[config.mk]
export PLATFORM = sky130hd
export DESIGN_NAME = hilo_unit_flat
export DESIGN_NICKNAME = d
export VERILOG_FILES = /design/src/rtl/hilo_unit_if.sv /design/src/rtl/hilo_unit.sv /design/src/flat_wrapper.sv
export SDC_FILE = /design/constraint.sdc
export NUM_CORES = 1
export LEC_CHECK = 0
export CAP_MARGIN = 30
export CORE_ASPECT_RATIO = 1.25
export CORE_MARGIN = 10
export CORE_UTILIZATION = 54
export CTS_CLUSTER_DIAMETER = 80
export CTS_CLUSTER_SIZE = 28
export DETAILED_ROUTE_END_ITERATION = 6
export GPL_TIMING_DRIVEN = 0
export HOLD_SLACK_MARGIN = 0.15
export PLACE_DENSITY = 0.86
export SETUP_SLACK_MARGIN = 0.02
export SYNTH_ARGS = -nofsm -noshare
export SYNTH_HDL_FRONTEND = slang
export SYNTH_SLANG_ARGS = --single-unit
[constraint.sdc]
create_clock -name clk -period 7.9 [get_ports clk]
set_input_delay 1.58 -clock clk [delete_from_list [all_inputs] [get_ports clk]]
set_output_delay 1.58 -clock clk [all_outputs]
set_load 0.005 [all_outputs]
[src/rtl/hilo_unit_if.sv]
// Bundle of the pipeline-facing and multiplier-facing signals of the HI/LO unit.
// The slave modport is the unit itself; master is the surrounding pipeline and multiplier.
interface hilo_unit_if;
  logic        op_valid;
  logic [2:0]  op;
  logic [31:0] rs_val;
  logic [31:0] rt_val;
  logic [31:0] mul_a;
  logic [31:0] mul_b;
  logic [1:0]  mul_req;
  logic        mul_busy;
  logic [63:0] mul_product;
  logic        stall;
  logic [31:0] rd_data;
  logic        rd_valid;
  logic [31:0] hi;
  logic [31:0] lo;
  logic        err;

  modport slave (
    input  op_valid, op, rs_val, rt_val, mul_busy, mul_product,
    output mul_a, mul_b, mul_req, stall, rd_data, rd_valid, hi, lo, err
  );

  modport master (
    output op_valid, op, rs_val, rt_val, mul_busy, mul_product,
    input  mul_a, mul_b, mul_req, stall, rd_data, rd_valid, hi, lo, err
  );
endinterface

[src/rtl/hilo_unit.sv]
// Architectural HI/LO registers: launches the external iterative multiplier with operand
// magnitudes, sign-corrects the product on completion and serves MFHI/MFLO/MTHI/MTLO.
module hilo_unit #(
  parameter int unsigned TIMEOUT = 40
) (
  input  logic       clk,
  input  logic       reset,
  hilo_unit_if.slave bus
);

  localparam int unsigned TW = $clog2(TIMEOUT + 1);

  localparam logic [2:0] OP_NONE  = 3'd0;
  localparam logic [2:0] OP_MULTU = 3'd1;
  localparam logic [2:0] OP_MULT  = 3'd2;
  localparam logic [2:0] OP_MFHI  = 3'd3;
  localparam logic [2:0] OP_MFLO  = 3'd4;
  localparam logic [2:0] OP_MTHI  = 3'd5;
  localparam logic [2:0] OP_MTLO  = 3'd6;
  localparam logic [2:0] OP_RSVD  = 3'd7;

  typedef enum logic [1:0] {
    S_IDLE    = 2'd0,
    S_ISSUE   = 2'd1,
    S_WAIT    = 2'd2,
    S_CAPTURE = 2'd3
  } state_e;

  // Two's complement magnitude; 0x80000000 maps onto itself, which is the correct unsigned value.
  function automatic logic [31:0] mag32(input logic [31:0] v);
    mag32 = v[31] ? (~v + 32'd1) : v;
  endfunction

  function automatic logic [63:0] neg64(input logic [63:0] v);
    neg64 = ~v + 64'd1;
  endfunction

  state_e      state_q, state_d;
  logic [31:0] hi_q, hi_d;
  logic [31:0] lo_q, lo_d;
  logic [31:0] rd_data_q, rd_data_d;
  logic        rd_valid_q, rd_valid_d;
  logic        err_q, err_d;
  logic [1:0]  mul_req_q, mul_req_d;
  logic [31:0] mul_a_q, mul_a_d;
  logic [31:0] mul_b_q, mul_b_d;
  logic        neg_q, neg_d;
  logic [TW-1:0] timer_q, timer_d;
  logic [63:0] prod_q, prod_d;

  logic [TW-1:0] timer_inc_s;
  logic          timeout_s;
  logic [63:0]   result_s;

  assign timer_inc_s = timer_q + TW'(1);
  assign timeout_s   = (timer_inc_s >= TW'(TIMEOUT));
  assign result_s    = neg_q ? neg64(prod_q) : prod_q;

  // Next-state and datapath decisions for the multiply sequencer and HI/LO moves.
  always_comb begin
    state_d    = state_q;
    hi_d       = hi_q;
    lo_d       = lo_q;
    rd_data_d  = rd_data_q;
    rd_valid_d = 1'b0;
    err_d      = err_q;
    mul_req_d  = mul_req_q;
    mul_a_d    = mul_a_q;
    mul_b_d    = mul_b_q;
    neg_d      = neg_q;
    timer_d    = timer_q;
    prod_d     = prod_q;

    case (state_q)
      S_IDLE: begin
        timer_d = '0;
        if (bus.op_valid) begin
          case (bus.op)
            OP_MULTU: begin
              mul_a_d   = bus.rs_val;
              mul_b_d   = bus.rt_val;
              neg_d     = 1'b0;
              mul_req_d = 2'b01;
              state_d   = S_ISSUE;
            end
            OP_MULT: begin
              mul_a_d   = mag32(bus.rs_val);
              mul_b_d   = mag32(bus.rt_val);
              neg_d     = bus.rs_val[31] ^ bus.rt_val[31];
              mul_req_d = 2'b01;
              state_d   = S_ISSUE;
            end
            OP_MFHI: begin
              rd_data_d  = hi_q;
              rd_valid_d = 1'b1;
            end
            OP_MFLO: begin
              rd_data_d  = lo_q;
              rd_valid_d = 1'b1;
            end
            OP_MTHI: hi_d = bus.rs_val;
            OP_MTLO: lo_d = bus.rs_val;
            default: state_d = S_IDLE;
          endcase
        end else begin
          state_d = S_IDLE;
        end
      end

      S_ISSUE: begin
        timer_d = timer_inc_s;
        if (timeout_s) begin
          err_d     = 1'b1;
          mul_req_d = 2'b00;
          timer_d   = '0;
          state_d   = S_IDLE;
        end else if (bus.mul_busy) begin
          mul_req_d = 2'b00;
          state_d   = S_WAIT;
        end else begin
          state_d = S_ISSUE;
        end
      end

      // A product that lands on the last allowed cycle still wins over the abort.
      S_WAIT: begin
        timer_d = timer_inc_s;
        if (!bus.mul_busy) begin
          prod_d  = bus.mul_product;
          timer_d = '0;
          state_d = S_CAPTURE;
        end else if (timeout_s) begin
          err_d     = 1'b1;
          mul_req_d = 2'b00;
          timer_d   = '0;
          state_d   = S_IDLE;
        end else begin
          state_d = S_WAIT;
        end
      end

      S_CAPTURE: begin
        hi_d    = result_s[63:32];
        lo_d    = result_s[31:0];
        state_d = S_IDLE;
      end

      default: state_d = S_IDLE;
    endcase
  end

  // State and architectural registers; reset overrides everything including an in-flight multiply.
  always_ff @(posedge clk) begin
    if (reset) begin
      state_q    <= S_IDLE;
      hi_q       <= 32'd0;
      lo_q       <= 32'd0;
      rd_data_q  <= 32'd0;
      rd_valid_q <= 1'b0;
      err_q      <= 1'b0;
      mul_req_q  <= 2'b00;
      mul_a_q    <= 32'd0;
      mul_b_q    <= 32'd0;
      neg_q      <= 1'b0;
      timer_q    <= '0;
      prod_q     <= 64'd0;
    end else begin
      state_q    <= state_d;
      hi_q       <= hi_d;
      lo_q       <= lo_d;
      rd_data_q  <= rd_data_d;
      rd_valid_q <= rd_valid_d;
      err_q      <= err_d;
      mul_req_q  <= mul_req_d;
      mul_a_q    <= mul_a_d;
      mul_b_q    <= mul_b_d;
      neg_q      <= neg_d;
      timer_q    <= timer_d;
      prod_q     <= prod_d;
    end
  end

  // NONE and the reserved encoding never touch HI/LO, so they never hold the pipeline.
  assign bus.stall = bus.op_valid && (bus.op != OP_NONE) && (bus.op != OP_RSVD) &&
                     (state_q != S_IDLE);

  assign bus.mul_a    = mul_a_q;
  assign bus.mul_b    = mul_b_q;
  assign bus.mul_req  = mul_req_q;
  assign bus.rd_data  = rd_data_q;
  assign bus.rd_valid = rd_valid_q;
  assign bus.hi       = hi_q;
  assign bus.lo       = lo_q;
  assign bus.err      = err_q;

endmodule

[src/flat_wrapper.sv]
// flat-port wrapper written by rule: the top's interface ports become plain ports
module hilo_unit_flat 
#(
  parameter int unsigned TIMEOUT = 40
)
  (clk, reset, bus_op_valid, bus_op, bus_rs_val, bus_rt_val, bus_mul_busy, bus_mul_product, bus_mul_a, bus_mul_b, bus_mul_req, bus_stall, bus_rd_data, bus_rd_valid, bus_hi, bus_lo, bus_err);
  hilo_unit_if bus_i ();
  input  logic clk;
  input  logic reset;
  input wire logic [$bits(bus_i.op_valid)-1:0] bus_op_valid;
  input wire logic [$bits(bus_i.op)-1:0] bus_op;
  input wire logic [$bits(bus_i.rs_val)-1:0] bus_rs_val;
  input wire logic [$bits(bus_i.rt_val)-1:0] bus_rt_val;
  input wire logic [$bits(bus_i.mul_busy)-1:0] bus_mul_busy;
  input wire logic [$bits(bus_i.mul_product)-1:0] bus_mul_product;
  output wire logic [$bits(bus_i.mul_a)-1:0] bus_mul_a;
  output wire logic [$bits(bus_i.mul_b)-1:0] bus_mul_b;
  output wire logic [$bits(bus_i.mul_req)-1:0] bus_mul_req;
  output wire logic [$bits(bus_i.stall)-1:0] bus_stall;
  output wire logic [$bits(bus_i.rd_data)-1:0] bus_rd_data;
  output wire logic [$bits(bus_i.rd_valid)-1:0] bus_rd_valid;
  output wire logic [$bits(bus_i.hi)-1:0] bus_hi;
  output wire logic [$bits(bus_i.lo)-1:0] bus_lo;
  output wire logic [$bits(bus_i.err)-1:0] bus_err;
  assign bus_i.op_valid = bus_op_valid;
  assign bus_i.op = bus_op;
  assign bus_i.rs_val = bus_rs_val;
  assign bus_i.rt_val = bus_rt_val;
  assign bus_i.mul_busy = bus_mul_busy;
  assign bus_i.mul_product = bus_mul_product;
  assign bus_mul_a = bus_i.mul_a;
  assign bus_mul_b = bus_i.mul_b;
  assign bus_mul_req = bus_i.mul_req;
  assign bus_stall = bus_i.stall;
  assign bus_rd_data = bus_i.rd_data;
  assign bus_rd_valid = bus_i.rd_valid;
  assign bus_hi = bus_i.hi;
  assign bus_lo = bus_i.lo;
  assign bus_err = bus_i.err;
  hilo_unit #(.TIMEOUT(TIMEOUT)) u_core (.clk(clk), .reset(reset), .bus(bus_i));
endmodule
**Word-level counts from Yosys, hierarchy flattened**

Index checks and enable logic that the tools add are counted.

- Bits in registers: 237
- Input bits: 135
- Output and inout port bits: 165
- Logic and storage cells: 98

- $add $sub $neg: 4
- Magnitude comparators: 1
- Equal/unequal tests: 18
- Mux-type cells: 34
- Bitwise operators: 7
- Reductions and logical operators: 22

Operator list:

| kind | number |
|---|---|
| 32-bit case mux with 2 select lines | 5 |
| 32-bit 2-to-1 mux | 6 |
| 32-bit by 1-bit adder with 32-bit output, second input constant | 2 |
| 64-bit by 1-bit adder with 64-bit output, second input constant | 1 |
| 64-bit 2-to-1 mux | 1 |
| 32-bit inverter | 2 |
| 64-bit inverter | 1 |
| 2-bit 2-to-1 mux | 11 |
| 6-bit case mux with 3 select lines | 1 |
| 6-bit 2-to-1 mux | 2 |
| 3-bit AND reduction | 4 |
| 2-bit inequality test, second input constant | 5 |
| 2-bit nonzero test | 5 |
| 3-bit equality test, second input constant | 3 |
| 2-bit case mux with 4 select lines | 1 |
| 6-bit by 1-bit adder with 6-bit output, second input constant | 1 |
| 3-bit by 2-bit equality test with 1-bit output, second input constant | 2 |
| 6-bit greater-or-equal comparator, second input constant | 1 |
| 3-bit inequality test, second input constant | 2 |
| 2-bit case mux with 3 select lines | 1 |
| 6-bit AND reduction | 1 |
| 3-bit nonzero test | 2 |
| 2-bit equality test, second input constant | 2 |
| 1-bit case mux with 2 select lines | 2 |
| 14 further kinds | 22 |

**Depth between registers and ports, before layout**

Gate-level depths: netlist of the first run.

- Depth after elaboration: 5
- Mapped depth: 10
- Depth with buffers taken out: 8

**Least setup slack after synthesis of the first run**

No wires, ideal clock.

- Kind: in2out
- Start point: input bus_op[1]
- End point: output bus_stall
- Arrival: 2231 ps
- Data required time: 6320 ps
- Slack: 4089 ps
- Stages on the path: 3
- Buffers on the path: 1
- Cell sequence: clkbuf_1 -> nor3_1 -> nor4bb_1

- Cells in the longest elaborated chain, start to end: 4

Ends and longest elaborated chain:

| element | RTL line | text |
|---|---|---|
| from (decl) | flat_wrapper.sv:11 | `input wire logic [$bits(bus_i.op)-1:0] bus_op;` |
| 3-bit nonzero test | hilo_unit.sv:184 | `assign bus.stall = bus.op_valid && (bus.op != OP_NONE) && (bus.op != OP_RSVD) &&` |
| 1-bit logical AND | hilo_unit.sv:184 |  |
| 1-bit logical AND (*) (2 in a row) | hilo_unit.sv:184 |  |
| to (decl) | flat_wrapper.sv:19 | `output wire logic [$bits(bus_i.stall)-1:0] bus_stall;` |

Mark *: on every way between the ends. The rest lies on a longest branch, timed or not.

**Worst setup path after layout of the first run**

Same ends and word-level chain as after synthesis.

==> results.json, run 1 <==
{
  "p_per_area_nw_per_um2": 153,
  "drive_above_1_share_pct": 2.51,
  "ir_worst_vdd_mv": 0.199,
  "cts_buffers": 13,
  "ys_seq_area_share_pct": 38.6,
  "post_dp_cell_area_sq_um": 15600,
  "hold_viol": 0,
  "io_pins": 300,
  "cts.sinks": 236,
  "crit_top_cell": "clkdlybuf4s50_1",
  "worstSetupPathType": "in2out",
  "n_fill_cell": 1776,
  "vias": 13699,
  "initial_core_util_pct": 55.0,
  "synth_top_area_share_pct": 38.6,
  "stdcell_area_sq_um": 16000,
  "clock_skew_ns": 0.0333,
  "grt_usage_pct": 34.3,
  "final_common_cell": "clkdlybuf4s50_1",
  "die_area_sq_um": 29200,
  "antennaDiodeCount": 0,
  "critPathCaptureType": "output pin",
  "area_growth_syn_to_layout_pct": 30.3,
  "startpoint_type": "primary input",
  "antenna_left": 0,
  "cp_num_buf_inv": 3,
  "die_h_um": 188,
  "synth_seq_cells": 236,
  "clkLatencyLatePin_ns": 0.51,
  "holdBufCountCts": 0,
  "finalCriticalPeriod_ns": 5.15,
  "antenna_found_initial": 0,
  "gp_congestion": 1.01,
  "synth.area.top_cells": "dfxtp_1, a211oi_1, nor2_1, a21oi_1, nand2_1",
  "violations": "design-rule violations",
  "place_hpwl_um": 43000,
  "cts_root_buf": "clkbuf_16",
  "synth_edf_count": 0,
  "power_leakage_nw": 5.34,
  "critical-path-max-stage-delay_ns": 0.58,
  "grt_pass1_wl_um": 78900,
  "slew_violations": 0,
  "yosysTopAreaCell": "dfxtp_1",
  "async_flop_share_pct": 0,
  "status": "finished with violations",
  "cpMaxStageDelayCell": "clkdlybuf4s50_1",
  "path_cells": "clkdlybuf4s50_1 -> clkbuf_1 -> nor3_1 -> nor4bb_1 -> clkdlybuf4s50_1",
  "fmax_mhz": 194,
  "synth.cell_area_sq_um": 12300,
  "crit_required_ns": 6.32,
  "synthDistinctLibCells": 59,
  "postCtsSetupRepairBufs": 0,
  "synth.avg_cell_area_sq_um": 7.86,
  "fin_tns_setup_ns": 0,
  "grt_max_degree": 29,
  "drv_cap": 0,
  "setup_viol": 0,
  "cts_tree": "done",
  "drt_iter0_drc": 1606,
  "grt_pass1_vias": 13067,
  "arrival_ns": 3.57,
  "drc_errors": 4,
  "clockBufferDepth": 3,
  "tightestPinTransition_ns": 1.06,
  "rows": 61,
  "htreeDepth": 1,
  "ys_warn_count": 0,
  "core_area_sq_um": 22300,
  "fin_nets": 2013,
  "final_cell_mix": "clkdlybuf4s50_1, dfxtp_1, nor2_1",
  "path_clk_slew_ns": 0.11,
  "die_x_um": 155,
  "drt_wl_total_um": 53600,
  "critPathMaxFanout": 10,
  "vias_per_cell": 6.35,
  "ys.flop_type": "dfxtp_1",
  "hp-class": "reg2reg",
  "path_delay_family": "buffers and inverters",
  "rsz0062_at_grt": "false",
  "post-route-period-util_pct": 65.2,
  "cts_resized": 0,
  "grt-ovfl-total": 0,
  "synth_fp_nets": 1702,
  "routedWlPerCell_um": 24.8,
  "firstDrtPassIters": 7,
  "io_buffer_count": 294,
  "max-slew-margin-rel_pct": 28.6,
  "syn_inst": 1558
}
==> stage by stage <==
| step | worst slack, ns | total power [mW] | instances | hold slack [ns] | util [%] |
|---|---|---|---|---|---|
| global route | 2.77 | 2.50 | 2156 | 0.503 | 71.6 |
| global placement | 2.79 | 1.66 | 2135 | 0.445 | 69.8 |
| floorplan | 4.09 | 1.44 | 1558 | 0.448 | - |
| finish | 2.75 | 2.44 | 2156 | 0.469 | 71.6 |
| CTS | 2.80 | 2.42 | 2156 | 0.469 | 71.6 |
| detailed placement | 2.80 | 1.67 | 2137 | 0.455 | 69.8 |
==> path summary, 6_finish.rpt <==
check	start	end	slack, ns	cells after the start
worst max register to register	u_core.prod_q[4]	u_core.bus.hi[22]	4.38	7
worst max-delay path	bus_op[1]	bus_stall	2.75	5
worst min-delay path	u_core.bus.mul_b[0]	u_core.bus.mul_b[0]	0.47	2
worst min register to register	u_core.bus.mul_b[0]	u_core.bus.mul_b[0]	0.47	2
==> synth_stat cells, types with 3 or more instances <==
master,instances
nand4_1,11
o31a_1,3
a221oi_1,5
xor2_1,62
nand3b_1,7
a41oi_1,3
or3_1,24
o22ai_1,5
a21oi_1,148
nor4_1,16
buf_1,17
nand3_1,20
a211o_1,23
o41ai_1,16
a2111oi_0,3
mux2i_1,41
o31ai_1,28
dfxtp_1,236
and3_1,13
a311oi_1,14
or4_4,3
a211oi_1,106
or4_1,17
ha_1,9
nand2_1,189
or2_2,11
o21a_1,3
o21ai_0,49
xnor2_1,38
nor2b_1,4
nor3b_1,5
nand2b_1,10
a31oi_1,20
nor2_1,212
nor3_1,36
inv_1,23
clkbuf_1,98
==> cell type report <==
| type | instances | area, sq um | area share (%) |
|---|---|---|---|
| Buffer | 117 | 444 | 2.78 |
| Multi-Input combinational cell | 1182 | 7000 | 43.8 |
| Clock inverter | 6 | 82.6 | 0.517 |
| Tap cell | 283 | 354 | 2.22 |
| Timing Repair Buffer | 296 | 2950 | 18.5 |
| Clock buffer | 13 | 325 | 2.04 |
| Inverter | 23 | 86.3 | 0.541 |
| Sequential cell | 236 | 4720 | 29.6 |
==> layer usage <==
metal	share of wire, %	up-vias	global-route usage (%)
met5	0	-	0
met4	6.2	0	18.8
met3	9.4	193	6.04
met2	49	873	60.5
met1	35	6420	38.0
li1	-	6213	-
==> power by group <==
group	switching (mW)	internal, mW	total, mW
Clock	0.435	0.347	0.782
Combinational	0.203	0.192	0.395
Sequential	0.0310	1.23	1.26
==> state kept, by name (all words and copies together), names as in the netlist <==
register             count
u_core.bus.err           1
u_core.bus.hi           32
u_core.bus.lo           32
u_core.bus.mul_a        32
u_core.bus.mul_b        32
u_core.bus.mul_req       1
u_core.bus.rd_data      32
u_core.bus.rd_valid      1
u_core.neg_q             1
u_core.prod_q           64
u_core.state_q           2
u_core.timer_q           6
==> tightest hold or removal path, cell delays in order, from the launching register on <==
cell and delay (ns):
dfxtp_1 0.32, nand2_1 0.05, a21oi_1 0.06
==> kinds of logic after synthesis <==
kind of cell               Yosys count  share of synthesized area, %
and+or+nand+nor                    588                          21.9
AOI/OAI and AO/OA                  441                          23.6
DFF                                236                          38.6
buffers and inverters              140                          4.33
xor gates and xnor gates           100                          7.15
muxes                               43                          3.53
adders and majority gates            9                         0.919
other                                1                        0.0306
Note: power is estimated with default switching activity, not from simulation.
==> inputs of run 2 (changes only) <==
- CORE_UTILIZATION: 54 -> 50
- PLACE_DENSITY: 0.86 -> 0.81
- clock period: 7.9 -> 4.9 ns (I/O delays scaled with it)
==> run 2 against run 1 <==
The flow now finishes without violations. Sequential cell count unchanged. Die area is 7.0% higher. Clock skew up 0.0052 ns. Register-to-register slack got worse by 2.9 ns. Critical path type unchanged. Highest routed layer unchanged.
==> results.json, run 2 (same netlist as run 1, synthesis figures left out) <==
{
  "ir_worst_vdd_mv": 0.230,
  "grt_pass1_vias": 12566,
  "antenna_left": 0,
  "clock_skew_ns": 0.0384,
  "post-route-period-util_pct": 79.5,
  "power_leakage_nw": 5.37,
  "max-slew-margin-rel_pct": 34.7,
  "dp_cells": 2185,
  "crit_required_ns": 3.92,
  "io_pins": 300,
  "stdcell_area_sq_um": 16100,
  "regMostFlops": "u_core.prod_q",
  "cts_tree": "done",
  "drive_above_1_share_pct": 2.67,
  "drc_errors": 0,
  "rsz0062_at_grt": "false",
  "p_switching_mw": 1.06,
  "critPathMaxFanout": 10,
  "clkLatencyLatePin_ns": 0.51,
  "hold_viol": 0,
  "grt_usage_pct": 31.6,
  "gp_congestion": 0.990,
  "p_per_area_nw_per_um2": 245,
  "path_clk_slew_ns": 0.10,
  "met1_length_um": 20700,
  "drt_iter0_drc": 1030,
  "cts_resized": 0,
  "grt_pass1_wl_um": 78000,
  "slew_violations": 0,
  "instances_no_fill": 2206,
  "final_cell_mix": "clkdlybuf4s50_1, dfxtp_1, nor2_1",
  "postCtsSetupRepairBufs": 0,
  "p_int_mw": 2.87,
  "routedWlPerCell_um": 23.7,
  "final_common_cell": "clkdlybuf4s50_1",
  "crit_top_cell": "clkdlybuf4s50_1",
  "p_seq_share_pct": 51.6,
  "core_area_sq_um": 24300,
  "critPathCaptureType": "output pin",
  "holdBufCountCts": 0,
  "tightestPinTransition_ns": 0.979,
  "htreeDepth": 1,
  "grt-ovfl-total": 0,
  "place_hpwl_um": 42700,
  "path_cells": "clkdlybuf4s50_1 -> clkbuf_1 -> nor3_1 -> nor4bb_1 -> clkdlybuf4s50_1",
  "cts_root_buf": "clkbuf_16",
  "startpoint_type": "primary input",
  "vias_per_cell": 6.01,
  "dr_wl_met3_um": 3730,
  "combPwrFrac_pct": 16.1,
  "dr.max_layer_used": "met4",
  "finalCriticalPeriod_ns": 3.90,
  "cpMaxStageDelayCell": "clkdlybuf4s50_1",
  "antenna_found_initial": 0,
  "post_dp_cell_area_sq_um": 15600,
  "io_buffer_count": 294,
  "setup_viol": 0,
  "status": "completed",
  "wl_met2_um": 25600,
  "drt_wl_total_um": 52400,
  "drv_cap": 0,
  "clockBufferDepth": 3,
  "fin_tns_setup_ns": 0,
  "grt_max_degree": 29,
  "fmax_mhz": 257,
  "fin_nets": 2015,
  "cts.sinks": 236,
  "arrival_ns": 2.92,
  "swShare_pct": 27.1,
  "rows": 64,
  "die_h_um": 195,
  "die_area_sq_um": 31200,
  "firstDrtPassIters": 5,
  "hp-class": "reg2reg",
  "worstSetupPathType": "in2out",
  "total_power_mw": 3.93,
  "cts_buffers": 13,
  "clkPwrFrac_pct": 32.4,
  "critical-path-max-stage-delay_ns": 0.57,
  "n_fill_cell": 2186,
  "initial_core_util_pct": 50.3,
  "vias": 13262,
  "largest_reg_flops": 64,
  "area_growth_syn_to_layout_pct": 31.1,
  "antennaDiodeCount": 0,
  "die_x_um": 160
}
## run 2: changes by cell type in the layout (fill, tap and decap cells not counted)
| cell | previous run | this run |
|---|---|---|
| buf_2 | 3 | 2 |
| buf_4 | 1 | 2 |
| clkbuf_2 | 0 | 1 |
| clkbuf_8 | 0 | 1 |
| clkdlybuf4s18_2 | 0 | 1 |
| clkinvlp_4 | 1 | 0 |
| inv_6 | 1 | 2 |
## run 2: critical path, delay by kind of cell
family,cells,cell delay (ns)
simple gates,2,0.45
buf+inv,3,1.48
## run 2: area by class of cell
cell class	count	area [sq um]	area share [%]
Multi-Input combinational cell	1182	7000	43.6
Sequential cell	236	4720	29.4
Timing Repair Buffer	298	2970	18.5
Buffer	117	444	2.77
Tap cell	330	413	2.57
Clock buffer	14	339	2.11
Inverter	23	86.3	0.538
Clock inverter	6	83.8	0.522
## run 2: worst paths after layout
check | startpoint | end | slack [ns] | depth (start not counted)
worst min-delay path | u_core.bus.mul_a[0] | u_core.bus.mul_a[0] | 0.47 | 2
worst max-delay path | bus_op[1] | bus_stall | 1.00 | 5
worst min register to register | u_core.bus.mul_a[0] | u_core.bus.mul_a[0] | 0.47 | 2
worst max register to register | u_core.prod_q[4] | u_core.bus.hi[14] | 1.50 | 7
## run 2: stage by stage
step                      setup slack [ns]  hold slack, ns  util (%)
after floorplan                       1.77           0.448         -
after global placement               0.719           0.444      64.1
after detailed placement             0.747           0.453      64.2
after CTS                            0.978           0.468      65.9
after global routing                 0.923           0.485      66.0
final                                 1.00           0.466      66.0
## run 2: power groups by stage
| stage | Clock, mW | Combinational, mW | Sequential [mW] |
|---|---|---|---|
| finish | 1.27 | 0.632 | 2.03 |
| global route | 1.33 | 0.674 | 2.04 |
| CTS | 1.27 | 0.626 | 2.03 |
| detailed placement | 0 | 0.623 | 2.07 |
| global placement | 0 | 0.615 | 2.07 |
| floorplan | 0 | 0.251 | 2.07 |
## run 2: metal layers
| layer | vias to the layer above | global-route usage (%) |
|---|---|---|
| met2 | 643 | 55.5 |
| li1 | 6212 | - |
| met5 | - | 0 |
| met4 | 0 | 13.4 |
| met1 | 6280 | 37.4 |
| met3 | 127 | 4.78 |
==> inputs of run 3 (changes only) <==
- clock period: 4.9 -> 3.65 ns (I/O delays scaled with it)
==> run 3 against run 2 <==
Worst setup slack got worse by 0.78 ns. Combinational power rose by 34%. Cell count did not move. Register-to-register slack got worse by 1.3 ns. Die area did not move. Sequential power rose by 34%. Sequential cell count did not move. Clock power rose by 35%. Hold slack got worse by 0.00061 ns. Via count rose by 0.38%. Largest cell class unchanged. Largest power group unchanged.
==> results.json, run 3 (same netlist as run 1, synthesis figures left out) <==
{
  "tightestPinTransition_ns": 0.981,
  "cts.sinks": 236,
  "hp-class": "reg2reg",
  "critPathLaunch": "u_core.prod_q[4]",
  "fin_util_pct": 66.0,
  "antenna_left": 0,
  "clkLatencyLatePin_ns": 0.51,
  "cts_root_buf": "clkbuf_16",
  "grt_pass1_wl_um": 78000,
  "path_delay_family": "simple AND/OR/NAND/NOR gates",
  "routedWlPerCell_um": 23.8,
  "area_growth_syn_to_layout_pct": 31.1,
  "rows": 64,
  "die_area_sq_um": 31200,
  "drv_cap": 0,
  "arrival_ns": 3.85,
  "largest_reg_flops": 64,
  "clock_skew_ns": 0.0339,
  "fmax_mhz": 291,
  "critPathMaxFanout": 10,
  "crit_cells": 7,
  "finalCriticalPeriod_ns": 3.43,
  "power_leakage_nw": 5.37,
  "htreeDepth": 1,
  "vias_per_cell": 6.03,
  "status": "completed",
  "place_hpwl_um": 42700,
  "grt_max_degree": 29,
  "die_h_um": 195,
  "grt_pass1_vias": 12566,
  "startpoint_type": "flip-flop",
  "r2r-end": "u_core.bus.hi[14]",
  "path_cells": "nor4_1 -> nand4_1 -> clkbuf_1 -> or2_2 -> o31ai_1 -> xor2_1 -> a221oi_1",
  "reg2reg_setup_slack_ns": 0.22,
  "post-route-period-util_pct": 94.0,
  "final_common_cell": "clkdlybuf4s50_1",
  "cpMaxStageDelayCell": "nor4_1",
  "r2r_cells": 7,
  "cts_buffers": 13,
  "drc_errors": 0,
  "path_clk_slew_ns": 0.11,
  "max-slew-margin-rel_pct": 34.6,
  "grt_usage_pct": 31.6,
  "hold_viol": 0,
  "r2r-start": "u_core.prod_q[4]",
  "grt-ovfl-total": 0,
  "drt_wl_total_um": 52400,
  "gp_congestion": 0.990,
  "final_cell_mix": "clkdlybuf4s50_1, dfxtp_1, nor2_1",
  "rsz0062_at_grt": "false",
  "firstDrtPassIters": 5,
  "cts_tree": "done",
  "clockBufferDepth": 3,
  "critical-path-max-stage-delay_ns": 0.59,
  "antenna_found_initial": 0,
  "critPathCaptureType": "flip-flop",
  "fin_nets": 2015,
  "vias": 13312,
  "io_pins": 300,
  "regMostFlops": "u_core.prod_q",
  "p_per_area_nw_per_um2": 329,
  "core_area_sq_um": 24300,
  "worstSetupPathType": "reg2reg",
  "drt_iter0_drc": 1016,
  "holdBufCountCts": 0,
  "critPathCapture": "u_core.bus.hi[14]",
  "io_buffer_count": 294,
  "die_x_um": 160,
  "ir_worst_vdd_mv": 0.308,
  "cp_num_buf_inv": 1,
  "crit_required_ns": 4.07,
  "fin_tns_setup_ns": 0,
  "setup_viol": 0,
  "antennaDiodeCount": 0,
  "slew_violations": 0,
  "initial_core_util_pct": 50.3,
  "drive_above_1_share_pct": 2.72
}
==> run 3: cell counts in the layout (fill, tap and decap cells not counted) <==
Identical to the previous run, type by type.
==> run 3: worst min path at each step <==
stage	slack [ns]	endpoint	depth (start not counted)	startpoint
3_5_place_dp	0.45	u_core.bus.mul_a[0]	2	u_core.bus.mul_a[0]
3_3_place_gp	0.44	u_core.bus.mul_b[31]	2	u_core.bus.mul_b[31]
5_1_grt	0.49	u_core.bus.mul_a[0]	2	u_core.bus.mul_a[0]
6_report	0.47	u_core.bus.mul_a[0]	2	u_core.bus.mul_a[0]
2_1_floorplan	0.45	u_core.bus.mul_a[6]	2	u_core.bus.mul_a[6]
4_1_cts	0.47	u_core.bus.mul_a[0]	2	u_core.bus.mul_a[0]
==> run 3: power by group <==
group	internal, mW	switching [mW]	leakage (nW)
Clock	0.775	0.938	0.208
Combinational	0.416	0.433	3.25
Sequential	2.66	0.0621	1.91
Total	3.85	1.43	5.37
==> run 3: final cells by class <==
cell class,count,area [sq um]
plain buffers,117,444
clock buffers,14,339
clock inverters,6,83.8
fillers,2185,8280
inverters,23,86.3
multi-input cells,1182,7000
flip-flops and latches,236,4720
well taps,330,413
repair buffers,298,2970
==> run 3: worst reg2reg max path, stage by stage (launching register included) <==
cell      delay, ns
dfxtp_1        0.39
nor4_1         0.59
nand4_1        0.48
clkbuf_1       0.36
or2_2          0.42
o31ai_1        0.58
xor2_1         0.22
a221oi_1       0.30
==> run 3: metrics by stage <==
stage          total power, mW  worst slack (ns)  hold slack, ns  instance area, sq um  cells
6_report                  5.29             0.219           0.465                 16100   2206
5_1_grt                   5.43             0.155           0.485                 16100   2206
4_1_cts                   5.27             0.228           0.468                 16100   2205
3_5_place_dp              3.62            -0.253           0.453                 15600   2185
3_3_place_gp              3.60            -0.281           0.444                 15600   2182
2_1_floorplan             3.11             0.771           0.448                 12300   1558
==> run 3: repair_timing <==
item                                   4_1_cts  5_1_grt
setup endpoints to repair                    0        4
resized for setup                            0        1
buffers inserted                             0        0
endpoints found under the hold margin        0        0
==> run 3: per-layer routing <==
metal / GRT usage (%) / up-vias / part of all wire, %
met5: 0 / - / 0
met4: 13.4 / 0 / 4.7
met3: 4.78 / 133 / 7.2
met2: 55.5 / 674 / 49
met1: 37.4 / 6288 / 39
li1: - / 6217 / -
==> RTL change 1 (flow settings as in run 3) <==
`TIMEOUT` is set to 40 in 2 places; all go to 20.
--- a/src/rtl/hilo_unit.sv
+++ b/src/rtl/hilo_unit.sv
@@ -3,3 +3,3 @@
 module hilo_unit #(
-  parameter int unsigned TIMEOUT = 40
+  parameter int unsigned TIMEOUT = 20
 ) (
--- a/src/flat_wrapper.sv
+++ b/src/flat_wrapper.sv
@@ -3,3 +3,3 @@
 #(
-  parameter int unsigned TIMEOUT = 40
+  parameter int unsigned TIMEOUT = 20
 )
Function: no difference found for any inputs over 4 cycles, from zero or initial values and one cycle with reset high; that may be too few to reach the edited logic, so the function may still have changed.
==> RTL change 1 against run 3 <==
  * Utilization is 0.79 points higher
  * Final area fell by 0.71%
  * Worst setup slack improved by 0.053 ns
  * Clock power decreased by 8%
  * Area after synthesis down 0.57%
  * Power is 3.6% lower
  * Wire length fell by 3.5%
  * Sequential cell count decreased by 1
  * Combinational power decreased by 4.9%
  * Critical endpoint is now u_core.bus.hi[22]
  * Largest cell class unchanged
==> RTL change 1: results (changes against run 3) <==
[status]
status=finished clean

[hold_path]
min_path_type=reg -> reg

[synthesis]
ys_top_cells_by_count=235 x dfxtp_1, 212 x nand2_1, 192 x nor2_1, 142 x a21oi_1, 108 x a211oi_1
ys_types=67  ; +14%
async_reset_ff_share_pct=0  ; unchanged
yosys_warnings=0  ; unchanged
synth_area_leaders=dfxtp_1 39%, a211oi_1 6.7%, nand2_1 6.5%
synth_fa_ha_area_share_pct=0.924  ; +0.0053 points
synth_fp_nets=1687  ; -0.88%
synth-xor-area-share_pct=7.48  ; +0.33 points
ys_seq_area_share_pct=38.6  ; +0.057 points
muxShareOfSynthArea_pct=3.30  ; -0.24 points
synth_compound_area_share_pct=24.2  ; +0.58 points

[clock_network]
cts-root-buf=clkbuf_16
cts_buffer_depth=3  ; unchanged
numCtsBuffers=13  ; unchanged
cts.clk_slew.worst_paths_ns=0.10
clkLatencyLatePin_ns=0.50
cts_setup_buffers=0  ; unchanged
htreeDepth=1  ; unchanged

[routing]
drt_pass1_iterations=6  ; +1
drtIter0Drc=1293  ; +27%
drt_wl_total_um=50600  ; -3.5%
drt-vias-per-instance=6.04  ; +0.16%
drc_errors=0  ; unchanged

[placement]
hpwlAfterDp_um=40900  ; -4.2%
gp_congestion=0.975  ; -1.6%
io_buffers=296  ; +0.68%
placed_cell_area_mm2=0.0156  ; -0.41%

[critical_path]
arrival_ns=3.72  ; -0.13 ns
path_max_fanout=8  ; -2

[layout]
fillers=2102  ; -3.8%
largest_reg_flops=64  ; unchanged
largest-register=u_core.prod_q
final_common_cell=clkdlybuf4s50_1
nNetsFinal=2001  ; -0.69%
drive_above_1_share_pct=2.42  ; -0.30 points
diodes=0  ; unchanged

[grt]
grt_pass1_vias=12500  ; -0.40%
grt_use_total_pct=30.7  ; -0.87 points
grt_pass1_wl_um=76600  ; -1.8%
antenna_found_initial=0  ; unchanged
grt_max_degree=29  ; unchanged

[sta]
relSlewSlack_pct=34.5  ; -0.064 points
finalClockSkew_ns=0.0369  ; +0.00306 ns

[power]
p_leak_nw=5.40  ; +0.62%
peakVddDrop_uv=326  ; +6.0%

==> RTL change 1: cell count changes after synthesis, moves of 13 or more <==
cell and change:
a211o_1 -18, nand2_1 +23, nor2_1 -20, o21ai_0 +13
==> RTL change 1: metal layers <==
metal | up-vias | GRT usage (%) | share of wire [%]
met5 | - | 0 | 0
met4 | 0 | 11.8 | 4.1
met3 | 116 | 5.79 | 8.8
met2 | 679 | 53.7 | 49
met1 | 6241 | 36.3 | 38
li1 | 6171 | - | -
==> RTL change 1: final timing paths <==
kind / start / endpoint / slack [ns] / depth (start not counted)
setup / recovery: u_core.prod_q[2] / u_core.bus.hi[22] / 0.27 / 7
setup reg to reg: u_core.prod_q[2] / u_core.bus.hi[22] / 0.27 / 7
hold reg to reg: u_core.bus.mul_b[31] / u_core.bus.mul_b[31] / 0.46 / 2
hold / removal: u_core.bus.mul_b[31] / u_core.bus.mul_b[31] / 0.46 / 2
==> RTL change 1: timing repair <==
item / CTS / global route
setup endpoints to repair: 0 / 2
resized for setup: 0 / 1
hold buffers: 0 / 0
hold endpoints to repair: 0 / 0
==> RTL change 1: area by class of cell <==
cell class | instances | area (um2) | area share (%)
clock buffer | 13 | 325 | 2.04
multi-input combinational | 1168 | 6940 | 43.5
buffer | 117 | 459 | 2.88
clock inverter | 5 | 50.0 | 0.314
inverter | 23 | 86.3 | 0.541
sequential | 235 | 4700 | 29.5
tap | 325 | 407 | 2.55
timing repair buffer | 299 | 2980 | 18.7
==> RTL change 1: cells by family (layout without fill, tap and decap cells) <==
kind of cell    after synthesis  after routing
flops                       235            235
compound gates              447            447
mux                          40             40
simple gates                567            567
buf+inv                     140            457
other cells                   1              1
xor+xnor                    104            104
fa+ha+maj                     9              9
==> RTL change 1: through the flow <==
stage	power (mW)	setup TNS, ns	worst slack, ns	hold slack (ns)	cells
floorplan	3.07	0	0.877	0.448	1543
global placement	3.55	-0.119	-0.0977	0.438	2164
detailed placement	3.56	-0.240	-0.0866	0.452	2167
CTS	5.10	0	0.245	0.465	2185
global route	5.25	0	0.158	0.497	2185
finish	5.10	0	0.272	0.464	2185
==> RTL change 1: where the power goes <==
part           internal (mW)  switching, mW  total (mW)  leakage [nW]
combinational          0.404          0.404       0.807          3.31
clock                  0.675          0.909        1.58         0.185
sequential              2.65         0.0591        2.71          1.91
total                   3.72           1.37        5.10          5.40
==> RTL change 1: worst max-delay path: stages (launching register included) <==
cell      delay, ns
dfxtp_1        0.40
or4_4          0.61
or4_1          0.62
or4_1          0.55
clkbuf_1       0.23
o31ai_1        0.28
xor2_1         0.39
a211oi_1       0.14
==> RTL change 2 (config.mk and constraints of run 3) <==
Made on the original files. Reset style: asynchronous (`reset`), changed in one clocked block.
--- a/src/rtl/hilo_unit.sv
+++ b/src/rtl/hilo_unit.sv
@@ -152,3 +152,3 @@
   // State and architectural registers; reset overrides everything including an in-flight multiply.
-  always_ff @(posedge clk) begin
+  always_ff @(posedge clk or posedge reset) begin
     if (reset) begin
Function: differs if reset is asserted again (counterexample within 4 cycles, from zero or initial values and one cycle with reset high); with reset held inactive, the same outputs for 4 cycles.
==> RTL change 2 against run 3 <==
  * Sequential cell count stayed put
  * Worst setup slack better by 0.019 ns
  * Final area is 2.3% higher
  * Critical path type unchanged
  * Wire length is 13% lower
  * Largest cell class unchanged
  * Global-route usage is 4.0 points lower
  * Via count is 12% lower
  * Area after synthesis is 2.2% higher
Power is not compared: it rests on default switching activity, and its combinational part moved more than twofold at a synthesized area within 25%.
==> RTL change 2: results (changes against run 3) <==
[status]
status=finished clean

[synthesis]
async_reset_ff_share_pct=100  ; +100 points
synth_fp_nets=1437  ; -16%
ys_seq_area_share_pct=47.2  ; +8.6 points
synth_area_leaders=dfrtp_1 47%, mux2_2 5.9%, xor2_1 5.8%
ys_types=60  ; +1.7%
ys_top_cells_by_count=236 x dfrtp_1, 144 x nand2_1, 135 x o21ai_0, 108 x nor2_1, 83 x xor2_1

[placement]
gp_congestion=1.00  ; +1.0%
io_buffers=297  ; +1.0%
placed_cell_area_mm2=0.0160  ; +2.6%
hpwlAfterDp_um=36600  ; -14%

[power]
peakVddDrop_uv=509
p_leak_nw=6.43

[critical_path]
max_stage_delay_ns=0.73  ; +0.14 ns
slowest_stage=o31ai_1
arrival_ns=3.76  ; -0.09 ns
crit_family=buffers and inverters

[routing]
wl_per_cell_um=23.3  ; -1.7%
drt_pass1_iterations=6  ; +1
drt-vias-per-instance=5.98  ; -0.85%
drtIter0Drc=992  ; -2.4%

[layout]
drive_above_1_share_pct=7.17  ; +4.5 points
largest_reg_flops=64  ; unchanged
fillers=1978  ; -9.5%
nNetsFinal=1756  ; -13%

[grt]
antenna_found_initial=3  ; +3
grt_pass1_wl_um=69500  ; -11%
grt_max_degree=44  ; +52%
grt_use_total_pct=27.6  ; -4.0 points
grt_pass1_vias=11800  ; -6.1%

[sta]
finalClockSkew_ns=0.0192  ; -0.0147 ns
relSlewSlack_pct=35.0  ; +0.42 points

[clock_network]
numCtsBuffers=13  ; unchanged
cts.clk_slew.worst_paths_ns=0.11  ; about the same
post_cts_resized=0  ; unchanged
cts-root-buf=clkbuf_16
cts_setup_buffers=0  ; unchanged
cts_buffer_depth=3  ; unchanged

[RTL change 2: path summary, 6_finish.rpt]
check	slack (ns)	end	startpoint	depth (start not counted)
worst max-delay path	0.24	u_core.bus.hi[1]	u_core.state_q[0]	8
worst min-delay path	0.49	u_core.bus.mul_b[12]	u_core.bus.mul_b[12]	2
worst max register to register	0.24	u_core.bus.hi[1]	u_core.state_q[0]	8
worst min register to register	0.49	u_core.bus.mul_b[12]	u_core.bus.mul_b[12]	2
max in group asynchronous	2.03	u_core.prod_q[7]	reset	4
min in group asynchronous	0.75	u_core.bus.rd_data[20]	reset	2
[RTL change 2: power breakdown]
part           switching [mW]  leakage [nW]  internal, mW  total [mW]
sequential               1.26          2.82          3.78        5.04
clock                   0.932         0.181         0.681        1.61
combinational            2.02          3.42          2.62        4.65
[RTL change 2: cells by family (layout without fill, tap and decap cells)]
kind of cell    after synthesis  count (layout)  synth area share [%]
simple gates                394             394                  15.0
compound gates              330             330                  16.6
flops                       236             236                  47.2
xor+xnor                    119             119                  8.32
mux                         103             103                  8.89
buf+inv                     101             426                  3.09
fa+ha+maj                     9               9                 0.899
other cells                   1               4                0.0299
[RTL change 2: tightest hold or removal path, stage by stage (launching register included)]
cell	delay (ns)
dfrtp_1	0.35
nand2_1	0.04
o21ai_0	0.06
[RTL change 2: per-layer routing]
metal  global-route usage, %  vias up  routed length (um)  part of all wire [%]
met2                    48.9      648               23000                    50
met4                    10.8        0                1770                   3.9
met3                    6.46      115                4060                   8.9
li1                        -     5260                   -                     -
met5                       0        -                   0                     0
met1                    31.5     5650               16700                    37
[RTL change 2: per-stage QoR]
| stage | power, mW | hold WS, ns | setup slack [ns] | std cells | util [%] |
|---|---|---|---|---|---|
| global route | 11.9 | 0.503 | 0.109 | 1951 | 66.9 |
| detailed placement | 9.68 | 0.467 | -0.0849 | 1927 | 65.2 |
| CTS | 11.3 | 0.491 | 0.361 | 1948 | 66.8 |
| finish | 11.3 | 0.486 | 0.239 | 1951 | 66.9 |
| floorplan | 6.65 | 0.468 | -0.172 | 1293 | - |
| global placement | 9.51 | 0.461 | -1.92 | 1920 | 64.7 |
[RTL change 2: area by class of cell]
cell class | count | share of cell area, %
antenna | 3 | 0.0457
buffer | 80 | 1.87
multi-input combinational | 956 | 37.9
clock inverter | 7 | 0.373
timing repair buffer | 304 | 18.9
tap | 330 | 2.51
clock buffer | 14 | 2.00
sequential | 236 | 35.9
inverter | 21 | 0.502
